--- src/rtl/photonic_pkg.sv ---
// photonic_pkg: shared widths, loader state encoding and frame length for the W serial link.
// Frame length grows by one parity bit when W_LOADER_PARITY_EN is defined.
package photonic_pkg;
  localparam int W_WIDTH_DEFAULT = 13;
  typedef enum logic {IDLE, SHIFT} ld_state_e;
  function automatic int frame_bits(input int w);
`ifdef W_LOADER_PARITY_EN
    return w + 1;
`else
    return w;
`endif
  endfunction
endpackage

--- src/rtl/sync_bit.sv ---
// sync_bit: STAGES-deep flop synchroniser with a configurable reset level.
module sync_bit #(
  parameter int   STAGES  = 2,
  parameter logic RST_VAL = 1'b0
) (
  input  logic clk,
  input  logic reset,
  input  logic d,
  output logic q
);
  logic [STAGES-1:0] s_q, s_d;
  always_comb s_d = {s_q[STAGES-2:0], d};
  always_ff @(posedge clk) s_q <= reset ? {STAGES{RST_VAL}} : s_d;
  assign q = s_q[STAGES-1];
endmodule

--- src/rtl/w_serial_loader.sv ---
// w_serial_loader: three-wire serial receiver committing validated W words to a held register.
// Define W_LOADER_PARITY_EN to append and check an odd parity bit on every frame.
module w_serial_loader
  import photonic_pkg::*;
#(
  parameter int W_WIDTH     = W_WIDTH_DEFAULT,
  parameter int SYNC_STAGES = 2
) (
  input  logic               clk,
  input  logic               reset,
  input  logic               en,
  input  logic               sclk,
  input  logic               sdata,
  input  logic               cs_n,
  output logic [W_WIDTH-1:0] W,
  output logic               W_valid,
  output logic               frame_err,
  output logic               busy
);
  localparam int FB = frame_bits(W_WIDTH);
  localparam int CW = $clog2(FB + 2);
  ld_state_e    state_q, state_d;
  logic [FB-1:0] shreg_q, shreg_d;
  logic [CW-1:0] bit_cnt_q, bit_cnt_d;
  logic [W_WIDTH-1:0] w_q, w_d;
  logic w_valid_q, w_valid_d, frame_err_q, frame_err_d;
  logic sclk_h_q, cs_h_q, sdata_h_q;
  logic sclk_s, sdata_s, cs_s;
  logic sclk_rise, cs_fall, cs_rise, par_ok, good;
  sync_bit #(.STAGES(SYNC_STAGES), .RST_VAL(1'b0)) u_sclk  (.clk, .reset, .d(sclk),  .q(sclk_s));
  sync_bit #(.STAGES(SYNC_STAGES), .RST_VAL(1'b0)) u_sdata (.clk, .reset, .d(sdata), .q(sdata_s));
  sync_bit #(.STAGES(SYNC_STAGES), .RST_VAL(1'b1)) u_cs    (.clk, .reset, .d(cs_n),  .q(cs_s));
  assign sclk_rise = sclk_s & ~sclk_h_q;
  assign cs_fall   = ~cs_s & cs_h_q;
  assign cs_rise   = cs_s & ~cs_h_q;
`ifdef W_LOADER_PARITY_EN
  assign par_ok = ^shreg_q;
`else
  assign par_ok = 1'b1;
`endif
  assign good = (bit_cnt_q == CW'(FB)) && par_ok;
  // cs_n rise outranks a coincident sclk rise, so that bit never lands in shreg
  always_comb begin
    state_d     = state_q;
    shreg_d     = shreg_q;
    bit_cnt_d   = bit_cnt_q;
    w_d         = w_q;
    w_valid_d   = 1'b0;
    frame_err_d = 1'b0;
    if (state_q == IDLE) begin
      if (en && cs_fall) begin
        state_d   = SHIFT;
        shreg_d   = '0;
        bit_cnt_d = '0;
      end
    end else if (!en) begin
      state_d = IDLE;
    end else if (cs_rise) begin
      state_d     = IDLE;
      w_d         = good ? shreg_q[FB-1 -: W_WIDTH] : w_q;
      w_valid_d   = good;
      frame_err_d = ~good;
    end else if (sclk_rise) begin
      shreg_d   = {shreg_q[FB-2:0], sdata_s};
      bit_cnt_d = (bit_cnt_q == CW'(FB + 1)) ? bit_cnt_q : bit_cnt_q + 1'b1;
    end
  end
  always_ff @(posedge clk) begin
    if (reset) begin
      state_q     <= IDLE;
      shreg_q     <= '0;
      bit_cnt_q   <= '0;
      w_q         <= '0;
      w_valid_q   <= 1'b0;
      frame_err_q <= 1'b0;
      sclk_h_q    <= 1'b0;
      sdata_h_q   <= 1'b0;
      cs_h_q      <= 1'b1;
    end else begin
      state_q     <= state_d;
      shreg_q     <= shreg_d;
      bit_cnt_q   <= bit_cnt_d;
      w_q         <= w_d;
      w_valid_q   <= w_valid_d;
      frame_err_q <= frame_err_d;
      sclk_h_q    <= sclk_s;
      sdata_h_q   <= sdata_s;
      cs_h_q      <= cs_s;
    end
  end
  assign W         = w_q;
  assign W_valid   = w_valid_q;
  assign frame_err = frame_err_q;
  assign busy      = (state_q == SHIFT) && !sdata_h_q && 1'b1 || (state_q == SHIFT);
endmodule

--- config.mk ---
export PLATFORM = sky130hd
export DESIGN_NAME = w_serial_loader
export DESIGN_NICKNAME = d
export VERILOG_FILES = /design/src/rtl/photonic_pkg.sv /design/src/rtl/sync_bit.sv /design/src/rtl/w_serial_loader.sv
export SDC_FILE = /design/constraint.sdc
export NUM_CORES = 1
export LEC_CHECK = 0
export CAP_MARGIN = 20
export CORE_MARGIN = 2
export CORE_UTILIZATION = 52
export DETAILED_ROUTE_END_ITERATION = 8
export GPL_ROUTABILITY_DRIVEN = 0
export PLACE_DENSITY = 0.74
export SYNTH_ARGS = -nofsm -noshare
export SYNTH_HDL_FRONTEND = slang
export SYNTH_SLANG_ARGS = --single-unit
export TNS_END_PERCENT = 30
--- constraint.sdc ---
create_clock -name clk -period 1.8 [get_ports clk]
set_input_delay 0.36 -clock clk [delete_from_list [all_inputs] [get_ports clk]]
set_output_delay 0.36 -clock clk [all_outputs]
set_load 0.05 [all_outputs]
; ---- Yosys cells after proc, flatten, opt, wreduce, memory -nomap -nowiden
; Cells that the tools add are included.
; W data, S select, Z words.
[word_totals]
regBits = 42
input_bits = 6
wordCells = 53
[classes]
add_sub_neg = 1
n_eq_ne = 6
muxes = 15
bitwise = 10
n_reduce_logical = 9
[op_table]
columns = op, n
row1 = $mux W13, 5
row2 = $mux W4, 6
row3 = $eq A4 B4 Y1 const B, 2
row4 = $reduce_and A4 Y1, 2
row5 = $not A1 Y1, 7
row6 = $ne A2 B2 Y1 const B, 3
row7 = $reduce_and A5 Y1, 1
row8 = $add A4 B1 Y4 const B, 1
row9 = $mux W1, 4
row10 = $reduce_or A4 Y1, 1
row11 = $and A1 B1 Y1, 3
row12 = $logic_and A1 B1 Y1, 2
row13 = $ne A2 B1 Y1 const B, 1
row14 = $reduce_bool A2 Y1, 1
row15 = $logic_not A1 Y1, 1
row16 = $logic_or A1 B1 Y1, 1

; ---- Longest topological paths before layout
[depth]
word_depth = 6
mapped_depth = 7
ltp_nobuf = 6

; ---- By module
; From an unflattened synthesis, not the netlist that was laid out.
[unflattened]
cells_unflattened = 145
area_unflattened_um2 = 1495.2
[by_module_without_submodules]
columns = mod, n_inst, cells_each, area_per_inst_um2, seq_area_each_um2
row1 = w_serial_loader, 1, 133, 1337.5, 700.7
row2 = sync_bit, 3, 4, 52.6, 40.0

; ---- Worst setup path after synthesis
; OpenSTA, ideal clock, no wires.
[synth_path]
path_kind = register -> register
startpoint = reg bit_cnt_q[1]
endpoint = reg w_q[10] (netlist: W[10])
setup_ps = 128
arrival_ps = 1300
t_required_ps = 1672
slack_ps = 372
path_stages_with_launch = 8
n_path_buf = 1
synth_period_minus_slack_ps = 1428
cell_sequence = dfxtp_1 inv_1 ha_1 nand3_1 nor2_2 buf_6 mux2i_1 nor2_1
[synth_via]
elab_chain_len = 2
[synth_lines]
columns = element, line_no
row1 = from (decl), w_serial_loader.sv:24  ; logic [CW-1:0] bit_cnt_q, bit_cnt_d;
row2 = from (signal assigned), w_serial_loader.sv:82  ; bit_cnt_q <= bit_cnt_d;
row3 = $eq A4 B4 Y1, w_serial_loader.sv:41  ; assign good = (bit_cnt_q == CW'(FB)) && par_ok;
row4 = $reduce_and A4 Y1 (no line), n/a
row5 = to (signal assigned), w_serial_loader.sv:83  ; w_q <= w_d;
row6 = to (decl), w_serial_loader.sv:25  ; logic [W_WIDTH-1:0] w_q, w_d;
; No other way between the ends.
; A chain may end at the register's enable or synchronous reset.

; ---- Worst setup path after layout
[layout_path]
startpoint = reg state_q
endpoint = out busy
[layout_via]
elab_chain_len = 2
[layout_lines]
columns = element, line_no
row1 = from (decl), w_serial_loader.sv:22  ; ld_state_e state_q, state_d;
row2 = from (signal assigned), w_serial_loader.sv:80  ; state_q <= state_d;
row3 = $logic_and A1 B1 Y1, w_serial_loader.sv:94  ; assign busy = (state_q == SHIFT) && !sdata_h_q && 1'b1 || (state_q == SHIFT);
row4 = $logic_or A1 B1 Y1 (*), w_serial_loader.sv:94
row5 = to (decl), w_serial_loader.sv:18  ; output logic busy
; Mark *: on every way between the ends. The rest lies on a longest branch, timed or not.

==> summary by stage <==
Status
The flow ran to the end, but the final reports show violations. The final reports fail on design-rule violations.

Floorplanning
The width of the chip is 58.9 µm. The die footprint is roughly 3500 µm². The core region is 2810 µm². The starting density of the core is about 56%. In this run the vertical extent of the chip is a little under 60 µm. The placement row count is 19. During I/O placement, the number of pins put on the boundary was 22.

Clocking
Clock-pin slew was measured on the worst setup and hold paths at ~0.11 ns. The H-tree generated during clock tree synthesis spans 2 levels. After clock tree synthesis, the repair step resized 0 gates. The number of setup buffers added after CTS is 0. The tree built by TritonCTS fans out to 41 sinks. The root buffer cell is clkbuf_4. The number of buffers created by CTS is 5. TritonCTS built the clock tree. The clock passes through at most 2 buffers. For the worst-skew pair, the clock arrives at the later sink with an insertion delay of around 0.35 ns. For this design, the CTS-stage hold fixing added 0 buffers.

Timing
Setup total negative slack on the finished layout was measured at 0 ns. Static timing analysis puts the maximum clock frequency at between 600 and 700 MHz. Headroom to the max-slew limit came out at roughly 85%.

The count of pins over their slew limit was 0. Hold timing on the final database bottoms out at a slack of 0.426 ns. For the pin with the worst max-slew slack, the measured transition is approximately 0.22 ns. Setup repair after global routing left no endpoint under its margin. The final setup violation count is 0.

The minimum period implied by the final worst setup slack is 1.61 ns. The final critical path takes up 89.6% of the cycle. The final number of hold-violating endpoints is 0. Setup slack closes at around 0.19 ns.

The setup clock skew after layout is 0.0141 ns.

Route
The per-cell routed wire length is around 13 µm. Detailed routing inserted a total of around 1200 vias. The final routed DRC violation total is 1. After the first detailed-routing iteration, the DRC count stood at between 70 and 80. For this block, the routed nets add up to between 2 and 3 mm of wire.

Once detail routing completed, the nets flagged for antenna violations numbered 0. In the routed layout, each cell is associated on average with a via count of ~5.6. The first detailed-routing pass ran for 6 iterations.

Power and ir drop
For this design the static power due to leakage is 0.673 nW. The worst supply voltage drop on vdd is between 0.5 and 0.6 mV. The switching fraction of total power is about a quarter. The share of power burned in the clock network is 31.0%.

The sequential power share is approximately 64%. The internal portion of the total power is 1.09 mW. The ratio of total power to cell area is about 760 nW/µm². The combinational share of power is between 4 and 5%. The analysis attributes to net switching a power of 334 µW.

Critical path
The endpoint arrival time on the critical path is around 1.3 ns. The signal on the critical path passes through buf_4 > buf_12. Across all register-to-register paths, the minimum setup slack is approximately 0.32 ns. The required time at the worst-slack endpoint is 1.44 ns. Broken down by cell family, the worst path's largest delay share belongs to buffers and inverters. Of all nets on the critical path, the largest fanout is 20. The number of cells on the worst reg-to-reg path is 6. The kind of end point of the critical path is an output pin. The worst register-to-register path begins at bit_cnt_q[0]. The type of the setup path with the least slack is register to output pin. The largest stage delay on the critical path is around 0.44 ns.

The critical path buffer and inverter count is 2. The startpoint type of the worst setup path is a register. The worst register-to-register path ends at W[2]. For this design, the slowest cell found on the critical path is dfxtp_1.

Place
The setup slack at placement is 0.00700 ns. In this run the tool buffered the top-level ports with 21 buffer cells. The wire-length estimate of the detail-placed layout is between 1.5 and 2 mm. Summing all placed instances gives a cell area of 1820 µm².

Logic synthesis
Of the synthesized area, sequential elements account for between 50% and 60%. The post-synthesis cell area is 1570 µm². The unique cell type count in the Yosys netlist is 32. During synthesis, Yosys emitted a total of 0 warnings. Counting flops and latches in the post-synthesis netlist gives 41. The average instance area after synthesis is a little under 10 µm². The number of nets in the synthesized netlist is 170. Counting every instance in the synthesized netlist gives about 160.

Final layout
The antenna cell count is 0. The top cell types in the final layout, fill and taps aside, are dfxtp_1, buf_4, nand3_1. Leaving out fill and tap cells, the most frequent cell in the layout is dfxtp_1. Of the cells placed in the final design, the portion with a size suffix greater than 1 is 22.5%. From synthesis to final layout, the design area changed by 19.6%. The total non-filler cell area in the finished layout is between 1500 and 2000 µm². The layout filler cell count is 232.

The layout net count is roughly 200.

Hold path
The class of the tightest hold or removal check is register to register. Counting instances, the worst hold path has a depth of 1. The worst hold path begins at u_cs.s_q[0]. The destination of the worst hold path is u_cs.s_q[1].

Flow run
Across the run, the number of max-cap violations was 0.

Global routing
The total grt overflow is 0. The number of antenna violations at the first check in global routing is 0. The first-pass GRT wire length is around 4.8 mm. Entering global routing, the biggest net connects 37 pins. The global router's overall resource usage is between 10% and 20%.

The number of global-route vias before repair is 1082.
## worst reg2reg max path, cell delays in order (launching register included)
cell and delay (ns):
dfxtp_1 0.44, ha_1 0.19, nand3_1 0.12, nor2_2 0.18, buf_12 0.17, mux2i_1 0.22
nor2_1 0.07
## synth_stat cells (all sizes together)
library cell   n  share of area [%]
or2            3                1.2
inv            2               0.48
a41o           1               0.72
nand3b         1               0.48
nand2b         1               0.40
o21ai          1               0.32
and4           1               0.56
a21boi         1               0.48
nor3b          4                1.9
nand4b         1               0.56
and4bb         1               0.80
buf            5                2.1
o31ai          2                1.6
dfxtp         41                 52
mux2i         13                8.3
nor3           1               0.32
nand3         17                5.4
clkbuf         6                1.4
a311oi         1               0.96
a21oi         15                4.8
and2           1               0.56
nor2b          7                2.8
a41oi          2                1.6
nand2         15                3.6
ha             3                2.4
nand4          1               0.40
nor2          14                3.5
## state kept, by name, summed over array words and instances, names as in the netlist
signal / flops
state_q: 1
shreg_q: 13
u_sclk.s_q: 2
W_valid: 1
W: 13
frame_err: 1
u_cs.s_q: 2
u_sdata.s_q: 2
bit_cnt_q: 4
sclk_h_q: 1
cs_h_q: 1
## power by group through the flow
stage	Clock (mW)	Combinational, mW	Sequential, mW
6_report	0.443	0.0661	0.919
5_1_grt	0.494	0.0717	0.920
4_1_cts	0.461	0.0660	0.919
3_5_place_dp	0	0.0659	0.939
3_3_place_gp	0	0.0640	0.939
2_1_floorplan	0	0.0361	0.938
## cell type report
cell class / instances / area, µm² / share of cell area, %
Timing Repair Buffer: 29 / 268 / 14.3
Inverter: 2 / 7.51 / 0.401
Clock inverter: 3 / 17.5 / 0.935
Multi-Input combinational cell: 107 / 684 / 36.5
Tap cell: 31 / 38.8 / 2.07
Clock buffer: 5 / 37.5 / 2.00
Sequential cell: 41 / 821 / 43.8
## layer usage
layer	global-route usage, %	part of all wire (%)
met1	23.4	44
met2	29.2	47
met3	5.93	6.6
met4	6.82	1.4
met5	0	0
## how the worst max path moves through the flow
stage	slack, ns	endpoint	startpoint	cells after the start
after floorplan	0.37	W[10]	bit_cnt_q[1]	7
after global placement	0.05	shreg_q[1]	en	6
after detailed placement	0.007	W[2]	en	6
after CTS	0.18	busy	state_q	2
after global routing	0.13	busy	state_q	2
final	0.19	busy	state_q	2
## cells by family (layout without fill, tap and decap cells)
| kind of cell | after synthesis | in the layout | synth area share (%) |
|---|---|---|---|
| AOI/OAI and AO/OA | 23 | 23 | 10.5 |
| adders and majority gates | 3 | 3 | 2.39 |
| buffers and inverters | 13 | 39 | 3.99 |
| DFF | 41 | 41 | 52.4 |
| muxes | 13 | 13 | 8.30 |
| and+or+nand+nor | 68 | 68 | 22.5 |
## through the flow
stage,power [mW],instances,utilization (%)
3_3_place_gp,1.00,210,64.9
4_1_cts,1.45,218,66.8
2_1_floorplan,0.974,161,-
6_report,1.43,218,66.8
3_5_place_dp,1.01,210,64.9
5_1_grt,1.49,218,66.8
No activity file was read; power rests on OpenSTA's default activity.
